File: src/rtl/sync_fifo_flex_pkg.sv
`default_nettype none
// ============================================================================
// Module      : sync_fifo_flex_pkg
// Description : Shared width helpers and read-mode encoding for sync_fifo_flex.
// Revision    : 1.0 - initial release
// ============================================================================
package sync_fifo_flex_pkg;

    typedef enum logic {
        FIFO_MODE_STD  = 1'b0,
        FIFO_MODE_FWFT = 1'b1
    } fifo_mode_e;

    // Pointer width; a depth of one still needs a one-bit address.
    function automatic int FIFO_PTR_W(input int depth);
        return (depth > 1) ? $clog2(depth) : 1;
    endfunction

    // Count spans 0..depth inclusive.
    function automatic int FIFO_CNT_W(input int depth);
        return $clog2(depth + 1);
    endfunction

endpackage
`default_nettype wire

File: src/rtl/sync_fifo_flex_fifo_ram.sv
`default_nettype none
// ============================================================================
// Module      : fifo_ram
// Description : W x D simple dual-port array, synchronous write, async read.
// Revision    : 1.0 - initial release
// ============================================================================
module fifo_ram #(
    parameter int W  = 32,
    parameter int D  = 64,
    parameter int AW = 6
) (
    input  logic          clk,
    input  logic          we,
    input  logic [AW-1:0] waddr,
    input  logic [W-1:0]  wdata,
    input  logic [AW-1:0] raddr,
    output logic [W-1:0]  rdata
);

    logic [W-1:0] r_mem [D];

    always_ff @(posedge clk) begin
        if (we) begin
            r_mem[waddr] <= wdata;
        end
    end

    assign rdata = r_mem[raddr];

endmodule
`default_nettype wire

File: src/rtl/sync_fifo_flex.sv
`default_nettype none
// ============================================================================
// Module      : sync_fifo_flex
// Description : Single-clock FIFO with occupancy count, programmable
//               thresholds, sticky error flags and selectable FWFT read mode.
// Revision    : 1.0 - initial release
// ============================================================================
module sync_fifo_flex
    import sync_fifo_flex_pkg::*;
#(
    parameter int W      = 32,
    parameter int D      = 64,
    parameter int AF_THR = D - 4,
    parameter int AE_THR = 4,
    parameter int FWFT   = 0
) (
    input  logic                     clk,
    input  logic                     rst,
    input  logic                     wrt_en,
    input  logic [W-1:0]             data_in,
    input  logic                     rd_en,
    output logic [W-1:0]             data_out,
    output logic                     rd_valid,
    output logic                     full,
    output logic                     empty,
    output logic                     almost_full,
    output logic                     almost_empty,
    output logic [FIFO_CNT_W(D)-1:0] count,
    output logic                     overflow,
    output logic                     underflow,
    input  logic                     clr_err
);

    localparam int c_PW = FIFO_PTR_W(D);
    localparam int c_CW = FIFO_CNT_W(D);

    generate
        if (D < 2) begin : g_chk_depth
            $error("sync_fifo_flex: D must be >= 2");
        end
        if ((AF_THR < 1) || (AF_THR > D)) begin : g_chk_af
            $error("sync_fifo_flex: AF_THR must be in 1..D");
        end
        if ((AE_THR < 0) || (AE_THR >= D)) begin : g_chk_ae
            $error("sync_fifo_flex: AE_THR must be in 0..D-1");
        end
        if ((FWFT != 0) && (FWFT != 1)) begin : g_chk_mode
            $error("sync_fifo_flex: FWFT must be 0 or 1");
        end
    endgenerate

    logic [c_PW-1:0] r_wr_ptr;
    logic [c_PW-1:0] r_rd_ptr;
    logic [c_CW-1:0] r_count;
    logic            r_overflow;
    logic            r_underflow;
    logic            w_full;
    logic            w_empty;
    logic            w_wr_acc;
    logic            w_rd_acc;
    logic [W-1:0]    w_rdata;

    // Status is decoded from the registered count only.
    assign w_full       = (r_count == c_CW'(D));
    assign w_empty      = (r_count == '0);
    assign full         = w_full;
    assign empty        = w_empty;
    assign almost_full  = (r_count >= c_CW'(AF_THR));
    assign almost_empty = (r_count <= c_CW'(AE_THR));
    assign count        = r_count;
    assign overflow     = r_overflow;
    assign underflow    = r_underflow;

    assign w_wr_acc = wrt_en && !w_full;
    assign w_rd_acc = rd_en && !w_empty;

    fifo_ram #(
        .W  (W),
        .D  (D),
        .AW (c_PW)
    ) u_ram (
        .clk   (clk),
        .we    (w_wr_acc && !rst),
        .waddr (r_wr_ptr),
        .wdata (data_in),
        .raddr (r_rd_ptr),
        .rdata (w_rdata)
    );

    // Explicit wrap at D-1 keeps non-power-of-two depths correct.
    always_ff @(posedge clk) begin
        if (rst) begin
            r_wr_ptr <= '0;
            r_rd_ptr <= '0;
            r_count  <= '0;
        end else begin
            if (w_wr_acc) begin
                r_wr_ptr <= (r_wr_ptr == c_PW'(D - 1)) ? '0 : r_wr_ptr + 1'b1;
            end
            if (w_rd_acc) begin
                r_rd_ptr <= (r_rd_ptr == c_PW'(D - 1)) ? '0 : r_rd_ptr + 1'b1;
            end
            case ({w_wr_acc, w_rd_acc})
                2'b10:   r_count <= r_count + 1'b1;
                2'b01:   r_count <= r_count - 1'b1;
                default: r_count <= r_count;
            endcase
        end
    end

    // A set condition takes priority over a same-cycle clear.
    always_ff @(posedge clk) begin
        if (rst) begin
            r_overflow  <= 1'b0;
            r_underflow <= 1'b0;
        end else begin
            if (wrt_en && w_full) begin
                r_overflow <= 1'b1;
            end else if (clr_err) begin
                r_overflow <= 1'b0;
            end
            if (rd_en && w_empty) begin
                r_underflow <= 1'b1;
            end else if (clr_err) begin
                r_underflow <= 1'b0;
            end
        end
    end

    generate
        if (FWFT == int'(FIFO_MODE_FWFT)) begin : g_fwft
            // Head word is presented directly; forced to zero while empty.
            assign data_out = w_empty ? '0 : w_rdata;
            assign rd_valid = !w_empty;
        end else begin : g_std
            logic [W-1:0] r_data_out;
            logic         r_rd_valid;

            always_ff @(posedge clk) begin
                if (rst) begin
                    r_data_out <= '0;
                    r_rd_valid <= 1'b0;
                end else if (w_rd_acc) begin
                    r_data_out <= w_rdata;
                    r_rd_valid <= 1'b1;
                end else begin
                    r_rd_valid <= 1'b0;
                end
            end

            assign data_out = r_data_out;
            assign rd_valid = r_rd_valid;
        end
    endgenerate

endmodule
`default_nettype wire

File: config.mk
export PLATFORM = sky130hd
export DESIGN_NAME = sync_fifo_flex
export DESIGN_NICKNAME = d
export VERILOG_FILES = /design/src/rtl/sync_fifo_flex_pkg.sv /design/src/rtl/sync_fifo_flex_fifo_ram.sv /design/src/rtl/sync_fifo_flex.sv
export SDC_FILE = /design/constraint.sdc
export NUM_CORES = 2
export LEC_CHECK = 0
export ABC_AREA = 0
export BUFFER_PORTS_ARGS = -buffer_cell sky130_fd_sc_hd__buf_2
export CORE_ASPECT_RATIO = 0.9
export CORE_MARGIN = 8
export CORE_UTILIZATION = 55
export CTS_CLUSTER_DIAMETER = 120
export DETAILED_ROUTE_END_ITERATION = 10
export PLACE_DENSITY_LB_ADDON = 0.08
export SLEW_MARGIN = 20
export SYNTH_ARGS = -nofsm -noshare
export SYNTH_HDL_FRONTEND = slang
export SYNTH_HIERARCHICAL = 1
export SYNTH_SLANG_ARGS = --single-unit
File: constraint.sdc
create_clock -name clk -period 4.5 [get_ports clk]
set_input_delay 0.9 -clock clk [delete_from_list [all_inputs] [get_ports clk]]
set_output_delay 0.9 -clock clk [all_outputs]
set_load 0.01 [all_outputs]
==> run summary <==
OUTCOME
--------------------------------------------------------------------------------------------------------
Result of the run                                                                           complete, no violations

FINISH
--------------------------------------------------------------------------------------------------------
Area growth from synthesis to layout                                                               13.4%
Most common cell after layout, fill and taps aside                                              edfxtp_1
Ratio of cells with drive above 1 in the final layout                                              0.301
Highest-count cells in the layout ignoring fill and taps                                    2,048 x edfxtp_1, 544 x mux4_2, 201 x clkbuf_16
Layout net count                                                                                   3,920
Fin cells                                                                                          6,007

FLOORPLAN
--------------------------------------------------------------------------------------------------------
Core region area                                                                            146,000 sq um
Width of the chip                                                                                 419 um
I/O pins                                                                                              83
Total die area                                                                              159,000 sq um
Number of rows in the core area                                                                      133
Vertical die dimension                                                                            379 um
Initial standard-cell utilization of the core                                                      0.552

SETUP PATH
--------------------------------------------------------------------------------------------------------
Setup crit start kind                                                                          flip-flop
Data required, critical path                                                                     3.60 ns
Reg-to-Reg Start                                                                             r_rd_ptr[5]
Endpoint class of the critical path                                                          output port
Worst Path Max Fanout                                                                                  8
Critical path startpoint                                                                        count[0]
Crit Path Class                                                                             flip-flop to output port
Reg-to-reg endpoint                                                                          data_out[0]
FF-to-FF setup slack                                                                             0.92 ns
Arrival time reported for the critical path endpoint                                             2.78 ns
Number of cell instances on the worst register-to-register path                                        7

CLOCK NETWORK
--------------------------------------------------------------------------------------------------------
Post-CTS clock slew at the launch and capture registers of the worst setup and hold paths        0.06 ns
Clock tree from TritonCTS                                                                            yes
TritonCTS buffer count                                                                               200
Clk root buf                                                                                   clkbuf_16
Setup fix buffers added after clock tree synthesis                                                     0
Cells resized by post-CTS repair                                                                       0
Number of buffers added to fix hold violations after cts                                               0
Number of buffers between clock root and the deepest sink                                              3
Count of H-tree levels built during CTS                                                                4
Insertion delay to the later sink of the worst-skew pair                                         0.83 ns
Number of sinks handled by clock tree synthesis                                                    2,102

LOGIC SYNTHESIS
--------------------------------------------------------------------------------------------------------
Avg Synthesized Cell Area                                                                     22.4 sq um
Cell area after synthesis                                                                   80,300 sq um
Post-synthesis async set-or-reset flop share                                                           0
Post-Synthesis Cells                                                                               3,580
Net Count, Synth                                                                                   3,626
Most common flop cell mapped by yosys                                                           edfxtp_1
Yosys top cell area share                                                                          0.766
Synthesized flop and latch total                                                                   2,102
Distinct cells, synth                                                                                 63
Number of synthesized flops with an enable pin                                                     2,048
Number of warning messages in the yosys log                                                            6
Most area-hungry cell type in the Yosys netlist                                                 edfxtp_1
Share of the yosys chip area belonging to registers                                                0.779
Leading post-synthesis cells by cell area                                                   edfxtp_1 77%, mux4_2 15%, dfxtp_1 1.3%

POWER
--------------------------------------------------------------------------------------------------------
Switching Fraction                                                                                 0.262
Reported net switching power                                                                    0.0124 W
Part of the total power dissipated in combinational logic                                          0.192
Relative contribution of sequential cells to total power                                           0.464
Internal Dissipation                                                                            0.0350 W
Pwr Density                                                                                  521 nW/um^2
Clock network power share                                                                          0.344
Static leakage                                                                                   27.7 nW
Worst VDD drop                                                                                0.000521 V

DRT
--------------------------------------------------------------------------------------------------------
Vias per std cell                                                                                   6.66
Total wire length after detailed routing                                                      216,000 um
Total number of vias                                                                              40,000
First-iteration detailed-routing DRC count                                                         5,765
Wire per inst                                                                                    35.9 um
DR DRC count                                                                                           0
Residual antenna-violating net count after detailed routing                                            0
Router iterations before antenna repair                                                                6

PLACE
--------------------------------------------------------------------------------------------------------
Number of port buffers                                                                                82
HPWL after DPL                                                                                128,000 um
Cell count after placement                                                                         5,629
Final weighted congestion in routability-driven placement                                          0.837

MIN PATH
--------------------------------------------------------------------------------------------------------
Class of the worst hold path                                                                primary input to flip-flop
Worst Hold Depth                                                                                       3
Worst hold start                                                                                  wrt_en
Capture endpoint of the worst hold path                                                         overflow

RUN
--------------------------------------------------------------------------------------------------------
Max-capacitance violation count                                                                        0

GLOBAL ROUTE
--------------------------------------------------------------------------------------------------------
Global route total overflow                                                                            0
Overall fraction of global-route tracks in use                                                     0.270
Initial antenna violation count                                                                       17
Wire length of the first global-routing pass                                                  301,000 um
Vias in the first global route                                                                    39,600
Pin count of the biggest net entering global routing                                                  66

TIMING
--------------------------------------------------------------------------------------------------------
Final setup violation count                                                                            0
Final max-slew violation count                                                                         0
Period Utilization, post-route                                                                     0.819
Hold Fails Final Rpt                                                                                   0
Highest clock rate                                                                             0.271 GHz
Worst-case headroom to the max-slew limit                                                          0.270
Setup repair after global routing missed its margin                                                   no
Slew at the pin closest to its max-slew limit                                                    1.09 ns
TNS Setup                                                                                           0 ns
Largest clock skew in the final design                                                         0.0323 ns
Minimum clock period                                                                             3.68 ns

cell type report:
class                           count  area [sq um]
Clock inverter                    106           925
Tap cell                         1957          2450
Timing Repair Buffer              290          2440
Inverter                            6          22.5
Antenna cell                        3          7.51
Fill cell                        9698         54500
Multi-Input combinational cell   1274         17200
Sequential cell                  2102         62600
Clock buffer                      269          5460
worst max-delay path: stages (launching register included):
cell and delay [ns]:
dfxtp_1 0.36, or4_1 0.74, nor2_1 0.59, buf_2 0.26
Yosys cell counts (4+ instances only):
master,n
a21oi_1,102
a21oi_2,8
a22oi_1,12
a311oi_1,9
a41o_1,5
and2_1,4
and3_1,6
buf_1,22
buf_2,58
buf_4,25
buf_6,7
clkbuf_1,83
dfxtp_1,54
edfxtp_1,2048
ha_1,8
inv_1,5
mux2i_1,94
mux4_2,544
nand2_1,99
nand2b_1,8
nand3_1,7
nand3b_1,6
nor2_1,155
nor2b_1,20
nor3_1,10
o221ai_1,27
o22ai_1,84
o31ai_1,4
o32ai_1,4
or3b_2,5
xor2_1,5
metal layers:
metal,vias up,track usage,part of all wire
met5,-,0,0.00011
met4,4,0.0715,0.026
met3,305,0.0490,0.094
met2,2232,0.418,0.47
met1,21700,0.406,0.41
li1,15800,-,-
worst max path at each step:
stage	slack [ns]	to
after global routing	0.73	empty
after CTS	0.70	empty
after floorplan	0.67	u_ram/r_mem[62][0]
after detailed placement	0.94	u_ram/r_mem[32][7]
final	0.82	empty
after global placement	0.98	u_ram/r_mem[32][7]
logic make-up after synthesis:
| group | after synthesis | share of synthesized area |
|---|---|---|
| buffers and inverters | 204 | 0.0129 |
| AOI/OAI and AO/OA | 277 | 0.0225 |
| DFF | 2102 | 0.779 |
| muxes | 639 | 0.164 |
| adders and majority gates | 9 | 0.00150 |
| xor gates and xnor gates | 6 | 0.000654 |
| and+or+nand+nor | 343 | 0.0191 |
stage by stage:
| step | setup WS [ns] | hold WS, ns | cell area, sq um | utilization | total power, W |
|---|---|---|---|---|---|
| 4_1_cts | 0.705 | 0.300 | 91100 | 0.626 | 0.0478 |
| 5_1_grt | 0.733 | 0.401 | 91100 | 0.626 | 0.0489 |
| 6_report | 0.817 | 0.367 | 91100 | 0.626 | 0.0475 |
| 2_1_floorplan | 0.667 | 0.473 | 80300 | - | 0.0285 |
| 3_5_place_dp | 0.941 | 0.449 | 84700 | 0.582 | 0.0316 |
| 3_3_place_gp | 0.978 | 0.445 | 84700 | 0.582 | 0.0315 |
power groups by stage:
stage               Clock, W  Sequential [W]  Combinational, W
floorplan                  0          0.0223           0.00621
global placement           0          0.0224           0.00906
detailed placement         0          0.0224           0.00917
CTS                   0.0166          0.0220           0.00920
global route          0.0172          0.0220           0.00964
finish                0.0164          0.0220           0.00911
flip-flops by register name (all words and copies together) (netlist names):
signal,cells
count,7
data_out,32
overflow,1
r_rd_ptr,6
r_wr_ptr,6
rd_valid,1
u_ram/r_mem,2048
underflow,1
No activity file was read; power rests on OpenSTA's default activity.
